<file path="config.mk">
export PLATFORM = sky130hd
export DESIGN_NAME = bus_port_ctl
export DESIGN_NICKNAME = d
export VERILOG_FILES = /design/src/rtl/bus_port_ctl.sv
export SDC_FILE = /design/constraint.sdc
export NUM_CORES = 1
export LEC_CHECK = 0
export ABC_AREA = 1
export BUFFER_PORTS_ARGS = -buffer_cell sky130_fd_sc_hd__buf_2
export CAP_MARGIN = 0
export CORE_MARGIN = 2
export CORE_UTILIZATION = 46
export CTS_CLUSTER_SIZE = 40
export DETAILED_ROUTE_END_ITERATION = 12
export GPL_ROUTABILITY_DRIVEN = 1
export GPL_TIMING_DRIVEN = 0
export PLACE_DENSITY = 0.78
export SLEW_MARGIN = 40
export SYNTH_ARGS = -nofsm -noshare
export SYNTH_HDL_FRONTEND = slang
export SYNTH_SLANG_ARGS = --single-unit
</file>
<file path="constraint.sdc">
create_clock -name clk -period 1.4 [get_ports clk]
set_input_delay 0.28 -clock clk [delete_from_list [all_inputs] [get_ports clk]]
set_output_delay 0.28 -clock clk [all_outputs]
set_load 0.05 [all_outputs]
</file>
<file path="src/rtl/bus_port_ctl.sv">
// bus_port_ctl: registered bidirectional bus port with request/grant/drive/turnaround sequencing
module bus_port_ctl #(
  parameter int WIDTH = 8,
  parameter int HOLD  = 2
) (
  input  logic             clk,
  input  logic             rst,
  input  logic [WIDTH-1:0] a_d,
  input  logic             a_ld,
  output logic             a_full,
  output logic [WIDTH-1:0] b_q,
  output logic             b_oe_,
  output logic             b_req,
  input  logic             b_gnt,
  input  logic [WIDTH-1:0] b_d,
  input  logic             b_ld,
  output logic [WIDTH-1:0] s_q,
  output logic             s_full,
  input  logic             a_rd,
  input  logic             s_ack,
  output logic             a_oe_,
  output logic             ovr,
  input  logic             ovr_clr
);
  typedef enum logic [1:0] {IDLE, FULL, DRIVE, TURN} state_t;
  state_t state, state_nxt;
  logic [3:0] cnt, cnt_nxt;
  logic r_load, s_load, set_ovr;
  always_comb begin
    state_nxt = state;
    cnt_nxt = cnt;
    case (state)
      IDLE: state_nxt = a_ld ? FULL : IDLE;
      FULL: begin
        state_nxt = b_gnt ? DRIVE : FULL;
        cnt_nxt = b_gnt ? 4'(HOLD - 1) : cnt;
      end
      DRIVE: begin
        state_nxt = (cnt == 4'd0) ? TURN : DRIVE;
        cnt_nxt = (cnt == 4'd0) ? cnt : cnt - 4'd1;
      end
      default: state_nxt = IDLE;
    endcase
  end
  assign r_load = (state == IDLE) && a_ld;
  assign s_load = b_ld && (!s_full || s_ack);
  assign set_ovr = (a_ld && state != IDLE) || (b_ld && s_full && !s_ack);
  always_ff @(posedge clk) begin
    if (rst) begin
      state <= IDLE;
      cnt <= '0;
      b_q <= '0;
      s_q <= '0;
      s_full <= 1'b0;
      ovr <= 1'b0;
    end else begin
      state <= state_nxt;
      cnt <= cnt_nxt;
      b_q <= r_load ? a_d : b_q;
      s_q <= s_load ? b_d : s_q;
      s_full <= s_load ? 1'b1 : (s_ack ? 1'b0 : s_full);
      ovr <= set_ovr ? 1'b1 : (ovr_clr ? 1'b0 : ovr);
    end
  end
  assign a_full = state != IDLE;
  assign b_req = state == FULL;
  assign b_oe_ = state != DRIVE;
  assign a_oe_ = ~(a_rd & s_full);
endmodule

</file>
Yosys cells after proc, flatten, opt, wreduce, memory -nomap -nowiden --
Index checks and enable logic that the tools add are counted.
Word-level totals: bits in read-only memories 0, bits in latches 0, memories kept 0, word-level logic and storage cells 41, register bits after elaboration 24, RAM bits 0
Cells by class: $mul 0, divide/modulo/power cells 0, bitwise logic cells 2, $add $sub $neg 1, magnitude comparators 0, mux-type cells 11, eq/ne operators 5, shift operators 0, reductions and logical operators 16
Operators with widths (number):
- 4-bit two-way mux | 2
- 4-bit case mux with 2 select lines | 1
- 2-bit nonzero test | 4
- 1-bit two-way mux | 6
- 2-bit case mux with 3 select lines | 1
- 1-bit logical AND | 5
- 4-bit logical NOT | 1
- 2-bit inequality test, second input constant | 2
- 4-bit by 1-bit subtractor with 4-bit output, second input constant | 1
- 3-bit AND reduction | 1
- 2-bit by 1-bit == test with 1-bit output, second input constant | 1
- 2-bit == test, second input constant | 1
- 1-bit logical NOT | 2
- 2-bit logical NOT | 1
- 1-bit logical OR | 2
- 2-bit two-way mux | 1
- 2-bit by 1-bit inequality test with 1-bit output, second input constant | 1
- 1-bit AND | 1
- 1-bit inverter | 1

Logic depth before layout (Yosys ltp) --
depth in word-level cells 4, mapped depth 10, gate-level depth less buffers 10

Worst setup path before layout --
No wires, ideal clock.
path kind register -> register, start point reg state[1], end point reg cnt[3], data required time 1.290 ns, cell stages (with the launch flop) 8, slack -0.024 ns, clock period less this slack 1.424 ns, arrival time 1.313 ns, library setup time 0.110 ns, cell sequence dfxtp_1 inv_1 ha_1 nand2_4 nand3_4 nand2_1 nand2_1 nor2_2
Between the ends: cells in the longest elaborated chain, start to end 3, elaborated cells on any way between the ends 7, classes of those cells eq/ne (4); mux (1); reduce/logical (2)
RTL lines:
- from (decl) | RTL line 26 | state_t state, state_nxt;
- from (signal assigned) | RTL line 57 | state <= state_nxt;
- 2-bit by 1-bit == test with 1-bit output (*)
- named net b_req | RTL line 13 | output logic b_req,
- 2-bit by 1-bit inequality test with 1-bit output (no line) / 2-bit nonzero test (equally long branches)
- 3-bit AND reduction (no line)
- to (signal assigned) | RTL line 58 | cnt <= cnt_nxt;
- to (decl) | RTL line 27 | logic [3:0] cnt, cnt_nxt;
Mark *: on every way through the listed nets, which the timed path passes. The rest lies on a longest branch. A chain may end at the register's enable or synchronous reset.

Worst setup path after layout --
start point reg state[1], end point out a_full
Between the ends: cells in the longest elaborated chain, start to end 1
RTL lines:
- 2-bit nonzero test | RTL line 65 | assign a_full = state != IDLE;
- to (decl) | RTL line 10 | output logic a_full,
Every way passes these cells.

==> results.cfg <==
[detailed_routing]
drtPass1Iterations = 4
avgViaCountPerCell = 4.687
wire_per_inst_um = 10.58
drt-total-wl_mm = 2.402
drt-initial-drc-count = 10
drc = 0
antenna_left = 0
vias = 1064

[critical_path]
r2r_slack_ns = 0.11
end_kind = output pin
startpoint_type = flop
cp_max_fo = 4
worstSetupPathType = reg -> out
cp_data_required_time_ns = 1.12
rr_endpoint = cnt[3]
crit_arrival_ns = 1.12
r2r-start = state[0]
ff2ff_path_depth = 11
startpoint = state[1]

[timing]
tightest_slew_ns = 0.2600
clock_skew_ns = 0.001026
slew_headroom = 0.8279
fmax_mhz = 715.3
post-route-period-util = 0.9986
period_needed_ns = 1.398
setup_viol_count_final = 0
hold_viol = 0
finalMaxSlewViolations = 0
rsz0062_at_grt = yes

[outcome]
outcome = complete, no violations

[place]
portBuffers = 45
finalWeightedCongestion = 0.7124
hpwl_mm = 1.758
place_area_um2 = 1316

[global_routing]
grt_pass1_wl_mm = 3.829
grt_pass1_vias = 946
grt_util_all_layers = 0.1899
overflow = 0
antenna_found_initial = 0
met2_usage = 0.3565
use_met3 = 0.03736
grt_max_degree = 14
top_usage_layer = met2
grt_util_met1 = 0.2087

[clock_network]
cts-root-buf = clkbuf_4
insertion_delay_ns = 0.31
cts_tree = built
path_clk_slew_ns = 0.12
cts_inserted_buffers = 3
htree_num_levels = 1
clkSinkCount = 24
cts_buffer_depth = 2

[floorplanning]
pin_count = 46
die_h_um = 51.86
fp.dieW_um = 51.86
dieArea_um2 = 2689
num_rows = 17
core_um2 = 2191
start_util = 0.4809

[synth]
synth_fp_nets = 173
synth_area_um2 = 1054
ys_types = 16
yosysTopAreaCellShare = 0.4561
synthTopCellsByArea = dfxtp_1, nor2_1, o21ai_0
yosys.area.top_type = dfxtp_1
yosysSeqAreaShare = 0.4561
yosysWarnings = 0
syn_inst = 144
syn_avg_cell_area_um2 = 7.316
ys_ff_latch = 24

[worst_hold_path]
min_to = ovr
hold_start = rst
min_path_cells = 2
hold_path_class = in -> reg

[final_layout]
syn_to_final_growth_pct = 39.43
multi_input_area_um2 = 525.5
stdcell_area_um2 = 1469
seq_area_um2 = 485.5
final_common_cell = buf_2
layout_common_cells = buf_2, nor2_1, dfxtp_1
layout-drive-gt1-share = 0.3869
num-nets-final = 229
nFillCells = 200
antenna_cells = 0
fin_util = 0.6705

[pwr]
ir_worst_vdd_mv = 0.9325
powerDensity_nw_per_um2 = 1260
p_leak_nw = 0.7824

[job]
maxCapViolCount = 0
-- cell type report --
| type | instances | share of cell area |
|---|---|---|
| Sequential cell | 24 | 0.3305 |
| Clock buffer | 4 | 0.02470 |
| Timing Repair Buffer | 51 | 0.2019 |
| Multi-Input combinational cell | 98 | 0.3578 |
| Tap cell | 28 | 0.02385 |
| Buffer | 2 | 0.006814 |
| Inverter | 20 | 0.05451 |
-- power by group --
group / leakage, nW / internal, W / switching [W]
registers: 0.200 / 0.000757 / 0.0000439
logic: 0.562 / 0.000235 / 0.000458
clock network: 0.0210 / 0.000159 / 0.000197
total: 0.782 / 0.00115 / 0.000700
-- synth_stat cells --
cell and count:
a211oi_1 1, a21oi_1 3, buf_2 2, dfxtp_1 24
ha_1 5, inv_1 17, inv_2 3, nand2_1 19
nand2_2 2, nand2_4 2, nand3_1 3, nand3_4 1
nand4_1 2, nor2_1 41, nor2_2 2, o21ai_0 17
-- timing repair --
action                     in CTS  in global routing
hold buffers                    0                  0
resized for setup              20                  3
setup buffers                   3                  3
setup endpoints to repair       3                  3
pin swaps                       1                  1
-- kinds of logic (layout without fill, tap and decap cells) --
logic type	Yosys count	after routing	synth area share
DFF	24	24	0.4561
AOI/OAI and AO/OA	21	21	0.1021
adders and majority gates	5	5	0.05938
buffers and inverters	22	77	0.08076
and+or+nand+nor	72	72	0.3017
-- per-layer routing --
| layer | vias to the layer above | wire length [µm] |
|---|---|---|
| li1 | 556 | - |
| met1 | 469 | 968 |
| met2 | 37 | 1267 |
| met3 | 2 | 146 |
| met4 | 0 | 19 |
| met5 | - | 0 |
-- flip-flops by register name, indices dropped and copies added, names as in the netlist --
| name | flops |
|---|---|
| s_q | 8 |
| cnt | 4 |
| state | 2 |
| ovr | 1 |
| s_full | 1 |
| b_q | 8 |
-- worst max-delay path: stages (launching register included) --
cell and delay [ns]:
dfxtp_4 0.41, inv_4 0.05, ha_4 0.16, inv_4 0.06, buf_8 0.13
-- worst max path at each step --
stage | endpoint | slack [ns] | cells after the start
after floorplan | a_oe_ | 0.06 | 1
after detailed placement | b_oe_ | 0.07 | 4
final | a_full | 0.002 | 4
after CTS | a_full | -0.01 | 4
after global placement | b_oe_ | 0.07 | 4
after global routing | a_full | -0.04 | 4
-- metrics by stage --
step	hold WS (ns)	setup WS, ns	TNS, ns	cells	total power (W)
finish	0.1999	0.001951	0	227	0.001851
CTS	0.1832	-0.01469	-0.01566	224	0.001844
global placement	0.4584	0.07459	0	217	0.001403
detailed placement	0.4721	0.06630	0	217	0.001425
floorplan	0.3491	0.06000	0	144	0.001280
global route	0.2073	-0.04106	-0.1005	227	0.001961
Power figures use the tool's default switching activity.
